--- src/rtl/apu_envelope_length.sv ---
// One audio channel's volume envelope and length counter. They advance on the
// quarter-frame and half-frame pulses and drive a registered volume and active status.
module apu_envelope_length #(
   parameter int unsigned LEN_WIDTH = 8,
   parameter int unsigned DECAY_MAX = 15
) (
   input  logic       clk,
   input  logic       rst,
   input  logic       enable_240hz,
   input  logic       enable_120hz,
   input  logic       channel_en,
   input  logic       cfg_write,
   input  logic [5:0] cfg_data,
   input  logic       len_write,
   input  logic [4:0] len_index,
   output logic [3:0] volume,
   output logic       active
);

   localparam int unsigned CFG_W = 6;
   localparam int unsigned ENV_W = 4;

   logic [CFG_W-1:0]     cfg_q,    cfg_d;
   logic [LEN_WIDTH-1:0] length_q, length_d;
   logic [ENV_W-1:0]     decay_q,  decay_d;
   logic [ENV_W-1:0]     div_q,    div_d;
   logic                 start_q,  start_d;
   logic [ENV_W-1:0]     volume_d;
   logic                 active_d;

   logic             halt_loop;
   logic             const_vol;
   logic [ENV_W-1:0] period;

   assign halt_loop = cfg_q[5];
   assign const_vol = cfg_q[4];
   assign period    = cfg_q[3:0];

   function automatic logic [LEN_WIDTH-1:0] len_lookup(input logic [4:0] idx);
      logic [7:0] v;
      v = 8'd0;
      case (idx)
         5'd0:  v = 8'd10;   5'd1:  v = 8'd254;  5'd2:  v = 8'd20;   5'd3:  v = 8'd2;
         5'd4:  v = 8'd40;   5'd5:  v = 8'd4;    5'd6:  v = 8'd80;   5'd7:  v = 8'd6;
         5'd8:  v = 8'd160;  5'd9:  v = 8'd8;    5'd10: v = 8'd60;   5'd11: v = 8'd10;
         5'd12: v = 8'd14;   5'd13: v = 8'd12;   5'd14: v = 8'd26;   5'd15: v = 8'd14;
         5'd16: v = 8'd12;   5'd17: v = 8'd16;   5'd18: v = 8'd24;   5'd19: v = 8'd18;
         5'd20: v = 8'd48;   5'd21: v = 8'd20;   5'd22: v = 8'd96;   5'd23: v = 8'd22;
         5'd24: v = 8'd192;  5'd25: v = 8'd24;   5'd26: v = 8'd72;   5'd27: v = 8'd26;
         5'd28: v = 8'd16;   5'd29: v = 8'd28;   5'd30: v = 8'd32;   5'd31: v = 8'd30;
      endcase
      return LEN_WIDTH'(v);
   endfunction

   // Next-state: frame steps always see the current (old) cfg register.
   always_comb begin
      cfg_d    = cfg_q;
      length_d = length_q;
      decay_d  = decay_q;
      div_d    = div_q;
      start_d  = start_q;

      if (cfg_write)
         cfg_d = cfg_data;

      if (!channel_en)
         length_d = '0;
      else if (len_write)
         length_d = len_lookup(len_index);
      else if (enable_120hz && (length_q != '0) && !halt_loop)
         length_d = length_q - LEN_WIDTH'(1);

      if (enable_240hz) begin
         if (start_q) begin
            start_d = 1'b0;
            decay_d = ENV_W'(DECAY_MAX);
            div_d   = period;
         end else if (div_q == '0) begin
            div_d = period;
            if (decay_q != '0)
               decay_d = decay_q - ENV_W'(1);
            else if (halt_loop)
               decay_d = ENV_W'(DECAY_MAX);
         end else begin
            div_d = div_q - ENV_W'(1);
         end
      end

      // A write landing on a quarter frame defers the restart to the next one.
      if (len_write)
         start_d = 1'b1;
   end

   // Outputs are derived from the current state, so they trail it by one clock.
   always_comb begin
      volume_d = '0;
      active_d = (length_q != '0);
      if (length_q != '0)
         volume_d = const_vol ? period : decay_q;
   end

   always_ff @(posedge clk or posedge rst) begin
      if (rst) begin
         cfg_q    <= '0;
         length_q <= '0;
         decay_q  <= '0;
         div_q    <= '0;
         start_q  <= 1'b0;
         volume   <= '0;
         active   <= 1'b0;
      end else begin
         cfg_q    <= cfg_d;
         length_q <= length_d;
         decay_q  <= decay_d;
         div_q    <= div_d;
         start_q  <= start_d;
         volume   <= volume_d;
         active   <= active_d;
      end
   end

endmodule
--- config.mk ---
export PLATFORM = sky130hd
export DESIGN_NAME = apu_envelope_length
export DESIGN_NICKNAME = d
export VERILOG_FILES = /design/src/rtl/apu_envelope_length.sv
export SDC_FILE = /design/constraint.sdc
export NUM_CORES = 1
export LEC_CHECK = 0
export CAP_MARGIN = 40
export CORE_ASPECT_RATIO = 1.75
export CORE_MARGIN = 2
export CORE_UTILIZATION = 55
export CTS_CLUSTER_DIAMETER = 150
export DETAILED_ROUTE_END_ITERATION = 16
export GPL_TIMING_DRIVEN = 0
export PLACE_DENSITY = 0.8
export SLEW_MARGIN = 20
export SYNTH_ARGS = -nofsm -noshare
export SYNTH_HDL_FRONTEND = slang
export SYNTH_SLANG_ARGS = --single-unit
export TNS_END_PERCENT = 30
--- constraint.sdc ---
create_clock -name clk -period 2.42 [get_ports clk]
set_input_delay 0.484 -clock clk [delete_from_list [all_inputs] [get_ports clk]]
set_output_delay 0.484 -clock clk [all_outputs]
set_load 0.005 [all_outputs]
; Word level (Yosys, flattened, before mapping)
; Memory sizes are Yosys's and may differ from the RTL's.
; Index checks and enable logic that the tools add are counted.
[totals]
regBits = 28
romBits = 224
in_bits = 18
output_inout_bits = 5
wordCells = 35
mem_count = 1
[mem_list]
columns = name, words, width, read_ports, rd_clocked_by_memory_dff, write_ports, line_no
row1 = (no name shown), 32, 7, 1, 0, 0, 42  ; case (idx)
[classes]
add_sub_neg = 3
n_eq_ne = 1
mux = 13
reduce_logical = 10
[ops]
columns = operator, count
row1 = 2-to-1 mux 4 bit, 8
row2 = 2-to-1 mux 8 bit, 3
row3 = nonzero test 8 bit, 1
row4 = subtractor 4 x 1 -> 4 bit (second input constant), 2
row5 = subtractor 8 x 1 -> 8 bit (second input constant), 1
row6 = zero test 4 bit, 1
row7 = nonzero test 2 bit, 2
row8 = nonzero test 4 bit, 1
row9 = != test 3 x 1 -> 1 bit (second input constant), 1
row10 = AND reduction 3 bit, 1
row11 = nonzero test 3 bit, 1
row12 = logical AND 1 bit, 2
row13 = 2-to-1 mux 1 bit, 2
row14 = zero test 1 bit, 1

; Longest topological paths before layout
; Gate-level depths: netlist (run 1).
[depth]
ltp_word = 6
ltp_mapped = 6
mapped_depth_nobuf = 6

; Worst setup path after synthesis (run 1)
; OpenSTA, ideal clock, no wires.
[synth_timing]
kind = register to register
from = reg length_q[0]
to = reg length_q[6]
setup_ps = 120
arrival_time_ps = 1667
required_ps = 2300
path_slack_ps = 633
stages_incl_launch_ff = 7
n_path_buf = 0
period_less_slack_ps = 1787
path_cell_list = dfrtp_1 > inv_1 > ha_1 > nor3b_2 > nor3b_1 > mux2_1 > o211a_1
[synth_between]
elab_chain_cells = 4
elab_cells_between_ends = 8
classes_between = add/sub (1) / eq/ne (1) / mux (3) / reduce/logical (3)
[synth_rtl]
columns = element, line_no
row1 = "start, declared", 24  ; logic [LEN_WIDTH-1:0] length_q, length_d;
row2 = "start signal, assigned", 113  ; length_q <= length_d;
row3 = subtractor 8 x 1 -> 8 bit / nonzero test 8 bit (equally long branches), "71, 70"
row4 = 2-to-1 mux 8 bit / logical AND 1 bit (equally long branches), 70  ; else if (enable_120hz && (length_q != '0) && !halt_loop)
row5 = 2-to-1 mux 8 bit / logical AND 1 bit (equally long branches), "68, 70"
row6 = 2-to-1 mux 8 bit / != test 3 x 1 -> 1 bit (equally long branches), --
; Parallel ways exist; a longest one is shown, timed or not. The select of a mux whose other input is x is not followed.
; A chain may end at the register's enable or synchronous reset.

; Worst setup path in the final report (run 1)
[layout_timing]
from = in len_index[0]
to = reg length_q[4]
[layout_between]
elab_chain_cells = 3
[layout_rtl]
columns = element, line_no
row1 = "start, declared", 15  ; input logic [4:0] len_index,
row2 = memory (32 x 7 bit), --
row3 = 2-to-1 mux 8 bit, 68  ; else if (len_write)
row4 = 2-to-1 mux 8 bit, 66  ; if (!channel_en)
; No other way between the ends.

==> results of run 1 <==
-- Yosys cell counts (all sizes together), types with 2 or more instances --
cell type and instances:
inv 17, a21oi 11, o21ai 13, xnor2 3, a211oi 5, o32ai 2
clkbuf 5, dfrtp 28, nor2 14, or3 2, or4 2, ha 9
nand3 4, o22ai 4, nor3b 6, buf 3, mux2i 8, nand2b 4
nor2b 4, mux2 9, nor3 8, nand2 7, nor4 2
-- flip-flops by register name, summed over array words and instances, names as in the netlist --
signal / cells
length_q: 8
cfg_q: 6
decay_q: 4
div_q: 4
volume: 4
active: 1
start_q: 1
-- worst register-to-register path, stage by stage (launching register included) --
cell and delay (ps):
dfrtp_1 410, inv_1 90, ha_1 200, nor3b_2 380
nor3b_1 300, mux2_1 360, o211a_1 200
-- worst min-delay path by stage --
| stage | depth (start not counted) | end | start | slack (ps) |
|---|---|---|---|---|
| 4_1_cts | 2 | div_q[0]$_DFFE_PP0P_ | div_q[0]$_DFFE_PP0P_ | 550 |
| 2_1_floorplan | 2 | div_q[0]$_DFFE_PP0P_ | div_q[0]$_DFFE_PP0P_ | 480 |
| 3_5_place_dp | 2 | div_q[0]$_DFFE_PP0P_ | div_q[0]$_DFFE_PP0P_ | 520 |
| 6_report | 2 | volume[1]$_DFF_PP0_ | rst | 550 |
| 3_3_place_gp | 2 | div_q[0]$_DFFE_PP0P_ | div_q[0]$_DFFE_PP0P_ | 500 |
| 5_1_grt | 2 | div_q[0]$_DFFE_PP0P_ | div_q[0]$_DFFE_PP0P_ | 570 |
-- per-layer routing --
layer,GRT usage [%],vias up
li1,-,739
met1,23.6,772
met2,47.7,39
met3,2.94,12
met4,10.0,0
met5,0,-
-- cells in the final DEF, fill, tap and decap left out, drive strengths merged, types with 8 or more instances in the layout --
cell	Yosys	final
mux2	9	9
nor3	8	8
clkbuf	5	8
mux2i	8	8
inv	17	17
a21oi	11	11
o21ai	13	13
nor2	14	14
ha	9	9
clkdlybuf4s50	0	20
dfrtp	28	28
-- power by group through the flow --
stage,combinational (mW),clock (mW),sequential [mW]
5_1_grt,0.420,0.394,0.611
3_3_place_gp,0.356,0,0.605
3_5_place_dp,0.376,0,0.608
2_1_floorplan,0.243,0,0.595
4_1_cts,0.380,0.374,0.599
6_report,0.379,0.372,0.601
-- per-stage QoR --
stage                     setup slack [ps]  hold WS, ps  instance area, µm²  util, %  cells
after floorplan                        633          479                1810        -    191
after global placement                 165          501                2060     65.7    254
after detailed placement              88.5          525                2080     66.2    255
after CTS                              378          547                2150     68.5    259
after global routing                   214          568                2150     68.5    259
final                                  320          545                2150     68.5    259
-- layout make-up --
cell class / count / area share (%)
Multi-Input combinational cell: 138 / 47.2
Sequential cell: 28 / 32.6
Timing Repair Buffer: 21 / 10.0
Inverter: 17 / 2.97
Tap cell: 43 / 2.50
Clock buffer: 3 / 1.92
Buffer: 8 / 1.45
Clock inverter: 1 / 1.40
-- cells by family after synthesis --
logic type,after synthesis
buf+inv,25
xor+xnor,4
compound gates,49
fa+ha+maj,9
flops,28
mux,17
simple gates,59
==> results.md, run 1 <==
- CP required: 2580 ps
- Row cnt: 27
- I/O Pins: 23
- Area leader, netlist: dfrtp_1
- Met2 wire length: 2540 µm
- GPL Wtd Cong: 0.857
- Num CTS Buffers: 3
- Critical Path Source: len_index[0]
- Sequential share of the synthesized area: approximately two fifths
- Final count of hold timing violations: 0
- Int Power: 0.951 mW
- Crit start category: input pin
- Final ANT Viol Nets: 0
- Total power: 1.35 mW
- #FFs+latches synth: 28
- Reg2Reg Capture Point: length_q[6]$_DFFE_PP0P_
- Worst vdd ir: 454 µV
- 1st-iter DRT viols: 27
- R2r setup slk: 380 ps
- Status: complete, no violations
- Clock Path Buffers: 2
- 1st-pass router iterations: 4
- Switching Share: 29.6%
- Syn nets: 218
- Routed vias: roughly 1600
- DIE AREA: 0.00378 mm²
- PortBufs: 20
- Worst stage delay on the critical path: around 660 ps
- Clk pwr share: 27.5%
- Endpoint type of the worst setup path: register
- Yosys warns: 0
- Final HPWL DP: 3330 µm
- Initial Util: between 50 and 60%
- Max Transition Viols Final: 0
- Crit path cell chain: clkdlybuf4s50_1, inv_1, ha_1, mux2_2, o22ai_1, o22ai_1
- Layout cell share with drive strength beyond 1: 9.26%
- Synth-to-layout area growth: 18.8%
- Max-cap violations: 0
- Clock latency on the worst-skew pair: 280 ps
- Largest net degree at the start of global routing: 17
- Synthesized area: 0.00181 mm²
- Grt total ovfl: 0
- Crit path DAT: 2260 ps
- Tcrit/Tclk final: 86.8%
- Critical Path Slowest Stage Cell: clkdlybuf4s50_1
- Least-Margin Pin Slew: about 550 ps
- Sw power: 0.401 mW
- Ant. Diodes: 0
- Fill cells: 266
- DRT met1 WL: 1470 µm
- Critical path endpoint: length_q[4]$_DFFE_PP0P_
- Layout Nets: around 240
- Cell seen most often among critical-path stages: o22ai_1
- Critical Setup Path Class: in2reg
- Worst Path Buf+Inv: 2
- Worst Hold Class: in2async
- Root Buffer: clkbuf_8
- Routed wire length: ~4200 µm
- Min cycle time layout: 2100 ps
- Share of synthesized area spent on multiplexers: 10.0%
- Synth Area in XOR/XNOR: approximately 1.9%
- Initial antenna violation count: 0
- Synth Area in Compound Gates: 18.0%
- Vias in the first global route: 1594
- Area of the multi-input gates: approximately 0.0010 mm²
- Distinct cells, synth: 50
- Max H-tree Level: 1
- Worst-path clk slew: ~100 ps
- Slew Limit Headroom: 63.1%
- Post-CTS sizing: 0
- Final setup vio count: 0
- Post-synth top flop: dfrtp_1
- Synth top area share: about two fifths
- Number of synthesized flops with an enable pin: 0
- DRC violations left: 0
- Power per cell area: 629 mW/mm²
- Syn avg cell area: about 9.5 µm²
- Sequential cell area: 701 µm²
- Reg2reg start: length_q[1]$_DFFE_PP0P_
- WL per Instance: 16.3 µm
- Async S/R FF share, synth: between 90% and 100%
- Post-Syn Instances: 191
- Combinational power share: 28.0%
- Crit Path Max Fanout: 8
- Seq pwr share: 44.5%
- GRT Total Usage: 24.7%
- Leakage power: just over 0.9 nW
- Chip height: 79.9 µm
- Max frequency: 0.476 GHz
- CTS tree: done
- Setup bufs post-CTS: 0
- Via/cell ratio: 6.03
- Post-Synth Adder-Cell Area: about 6.2%
- RSZ-0062 raised after global routing: no
- First-pass GRT wire length: 6890 µm
- Core region area: 0.00314 mm²
- Main combinational cell family by area after synthesis: simple AND/OR/NAND/NOR gates
- Simple-gate share of the synthesized area: 19.8%
- Met3 wire length: 95 µm
- Setup Skew: approximately 6.6 ps
- WP depth: 6
- Sink Count: 28
- Highest Signal Layer: met4
- Reg2reg path depth: 6
- Cts hold-fix bufs: 0
- Setup_tns: 0 ps
- Synth top area cells: dfrtp_1 39%, ha_1 6.2%, mux2i_1 4.4%, mux2_2 4.4%, inv_1 3.5%
- Crit path max-delay family: buffers and inverters
- Die span in x: 47.4 µm
No activity file was read; power rests on OpenSTA's default activity.
==> inputs of run 2 (changes only) <==
--- a/config.mk
+++ b/config.mk
@@ -13,6 +13,7 @@
 export DETAILED_ROUTE_END_ITERATION = 16
 export GPL_TIMING_DRIVEN = 0
 export PLACE_DENSITY = 0.8
+export RECOVER_POWER = 50
 export SLEW_MARGIN = 20
 export SYNTH_ARGS = -nofsm -noshare
 export SYNTH_HDL_FRONTEND = slang
==> run 2 against run 1 <==
  * Combinational power is essentially flat
  * Sequential power is essentially flat
  * First-iteration DRC count is the same
  * Register-to-register slack is essentially flat
  * Power shrank 0.21%
  * Maximum frequency is essentially flat
  * Wire length is essentially flat
  * Non-clock buffer count is the same
  * Critical endpoint unchanged
  * Largest power group unchanged
  * Highest routed layer unchanged
==> results.md, run 2 (synthesis gave the netlist of run 1 again) <==
- Worst Hold Class: reg2reg
- Worst stage delay on the critical path: 660 ps (about the same)
- Sink Count: 28 (unchanged)
- Layout cell share with drive strength beyond 1: 8.80% (-0.46 points)
- Post-CTS sizing: 0 (unchanged)
- RSZ-0062 raised after global routing: no
- Max frequency: 0.476 GHz (about the same)
- Vias in the first global route: 1594 (unchanged)
- Ant. Diodes: 0 (unchanged)
- Setup WS pre-CTS: 88.5 ps (unchanged)
- Critical Path Slowest Stage Cell: clkdlybuf4s50_1
- Setup bufs post-CTS: 0 (unchanged)
- Layout Cells excl Fill: 259 (unchanged)
- Total power: 1.35 mW (-0.21%)
- Max H-tree Level: 1 (unchanged)
- Initial antenna violation count: 0 (unchanged)
- Crit Path Max Fanout: 8 (unchanged)
- Routed wire length: 4220 µm (about the same)
- Combinational power share: 27.9% (about the same)
- PortBufs: 20 (unchanged)
- Switching Share: 29.7% (+0.037 points)
- Critical Setup Path Class: in2reg
- DIE AREA: 0.00378 mm² (unchanged)
- Least-Margin Pin Slew: 833 ps (+280 ps)
- Worst vdd ir: 453 µV (about the same)
- Placed instance count: 255 (unchanged)
- Final count of hold timing violations: 0 (unchanged)
- Synth-to-layout area growth: 18.2%
- Crit path cell chain: clkdlybuf4s50_1, inv_1, ha_1, mux2_2, o22ai_1, o22ai_1
- Final ANT Viol Nets: 0 (unchanged)
- 1st-pass router iterations: 4 (unchanged)
- Setup_tns: 0 ps (unchanged)
- Layout Nets: 244 (unchanged)
- Status: complete, no violations
- Fill cells: 268 (+0.75%)
- Endpoint type of the worst setup path: register
- Final HPWL DP: 3330 µm (unchanged)
- Cts hold-fix bufs: 0 (unchanged)
- Largest regs: length_q (8), cfg_q (6)
- DRC violations left: 0 (unchanged)
- Max reg flops: 8 (unchanged)
- I/O Pins: 23 (unchanged)
- CP required: 2580 ps (about the same)
- Int Power: 0.949 mW (-0.27%)
- CTS tree: done
- Max Transition Viols Final: 0 (unchanged)
- Initial Util: 57.6% (unchanged)
- Hold WS: 545 ps (unchanged)
- Seq pwr share: 44.6% (about the same)
- Die span in x: 47.4 µm (unchanged)
- Final setup vio count: 0 (unchanged)
- Most frequent cells in the layout: 28 x dfrtp_1, 18 x clkdlybuf4s50_1, 17 x inv_1
- Worst Path Buf+Inv: 2 (unchanged)
- GPL Wtd Cong: 0.857 (unchanged)
- Commonest non-fill, non-tap cell in the layout: dfrtp_1
- Min cycle time layout: 2100 ps (+0.157 ps)
- GRT Total Usage: 24.7% (unchanged)
- Max-cap violations: 0 (unchanged)
- 1st-iter DRT viols: 27 (unchanged)
- Sw power: 0.400 mW (about the same)
- Largest reg by FF count: length_q
- WL per Instance: 16.3 µm (about the same)
- HP Start: div_q[0]$_DFFE_PP0P_
- Reg2reg start: length_q[1]$_DFFE_PP0P_
- Cell seen most often among critical-path stages: o22ai_1
- Tcrit/Tclk final: 86.8% (about the same)
- Routed vias: 1563 (+0.064%)
- Grt total ovfl: 0 (unchanged)
- Root Buffer: clkbuf_8
- Largest net degree at the start of global routing: 17 (unchanged)
- Row cnt: 27 (unchanged)
- Chip height: 79.9 µm (unchanged)
- Slew Limit Headroom: 44.5% (-19 points)
- Leakage power: 0.906 nW (-0.63%)
- Clock Path Buffers: 2 (unchanged)
- Critical Path Source: len_index[0]
- Crit start category: input pin
- Core region area: 0.00314 mm² (unchanged)
- Setup Skew: 6.57 ps (-0.0000200 ps)
- Clock latency on the worst-skew pair: 280 ps (about the same)
- First-pass GRT wire length: 6890 µm (unchanged)
- Power per cell area: 631 mW/mm² (+0.31%)
- Via/cell ratio: 6.03 (about the same)
- Crit path DAT: 2260 ps (about the same)
- Crit path max-delay family: buffers and inverters
- Clk pwr share: 27.6% (about the same)
- Worst setup margin: 320 ps (-0.157 ps)
- Num CTS Buffers: 3 (unchanged)
- Worst-path clk slew: 100 ps (about the same)
==> run 2: worst reg2reg max path, cell delays in order (launching register included) <==
cell and delay, ps:
dfrtp_1 410, inv_1 90, ha_1 200, nor3b_2 380, nor3b_1 300, mux2_1 360, o211a_1 200
==> run 2: area by class of cell <==
cell class	instances	area [µm²]	area share [%]
clock buffers	3	41.3	1.93
inverters	17	63.8	2.98
clock inverters	1	30.0	1.40
flip-flops and latches	28	701	32.7
well taps	43	53.8	2.51
multi-input cells	138	1010	47.4
plain buffers	8	31.3	1.46
repair buffers	21	204	9.53
==> run 2: routing by layer <==
layer	vias to the layer above	global-route usage, %	share of wire, %
li1	739	-	-
met1	773	23.6	35
met2	39	47.7	60
met3	12	2.94	2.3
met4	0	10.0	2.7
met5	-	0	0
==> run 2: power by group through the flow <==
stage	clock network [mW]	logic, mW	registers (mW)
after global placement	0	0.356	0.605
final	0.372	0.376	0.601
after floorplan	0	0.243	0.595
after detailed placement	0	0.376	0.608
after global routing	0.394	0.417	0.611
after CTS	0.374	0.380	0.599
==> run 2: through the flow <==
stage | utilization [%] | area, µm²
2_1_floorplan | - | 1810
3_3_place_gp | 65.7 | 2060
3_5_place_dp | 66.2 | 2080
4_1_cts | 68.5 | 2150
5_1_grt | 68.1 | 2140
6_report | 68.1 | 2140
==> run 2: final timing paths <==
path	to	slack, ps	cells past startpoint
max	length_q[4]$_DFFE_PP0P_	320	6
min	div_q[0]$_DFFE_PP0P_	550	2
max reg2reg	length_q[6]$_DFFE_PP0P_	380	6
min reg2reg	div_q[0]$_DFFE_PP0P_	550	2
max in group asynchronous	length_q[7]$_DFFE_PP0P_	640	3
min in group asynchronous	volume[1]$_DFF_PP0_	670	2
==> inputs of run 3 (changes only) <==
--- a/config.mk
+++ b/config.mk
@@ -14,7 +14,6 @@
 export GPL_TIMING_DRIVEN = 0
 export PLACE_DENSITY = 0.8
 export RECOVER_POWER = 50
-export SLEW_MARGIN = 20
 export SYNTH_ARGS = -nofsm -noshare
 export SYNTH_HDL_FRONTEND = slang
 export SYNTH_SLANG_ARGS = --single-unit
==> results of run 3 <==
Final layout, timing and power as in run 2 (identical DEF).
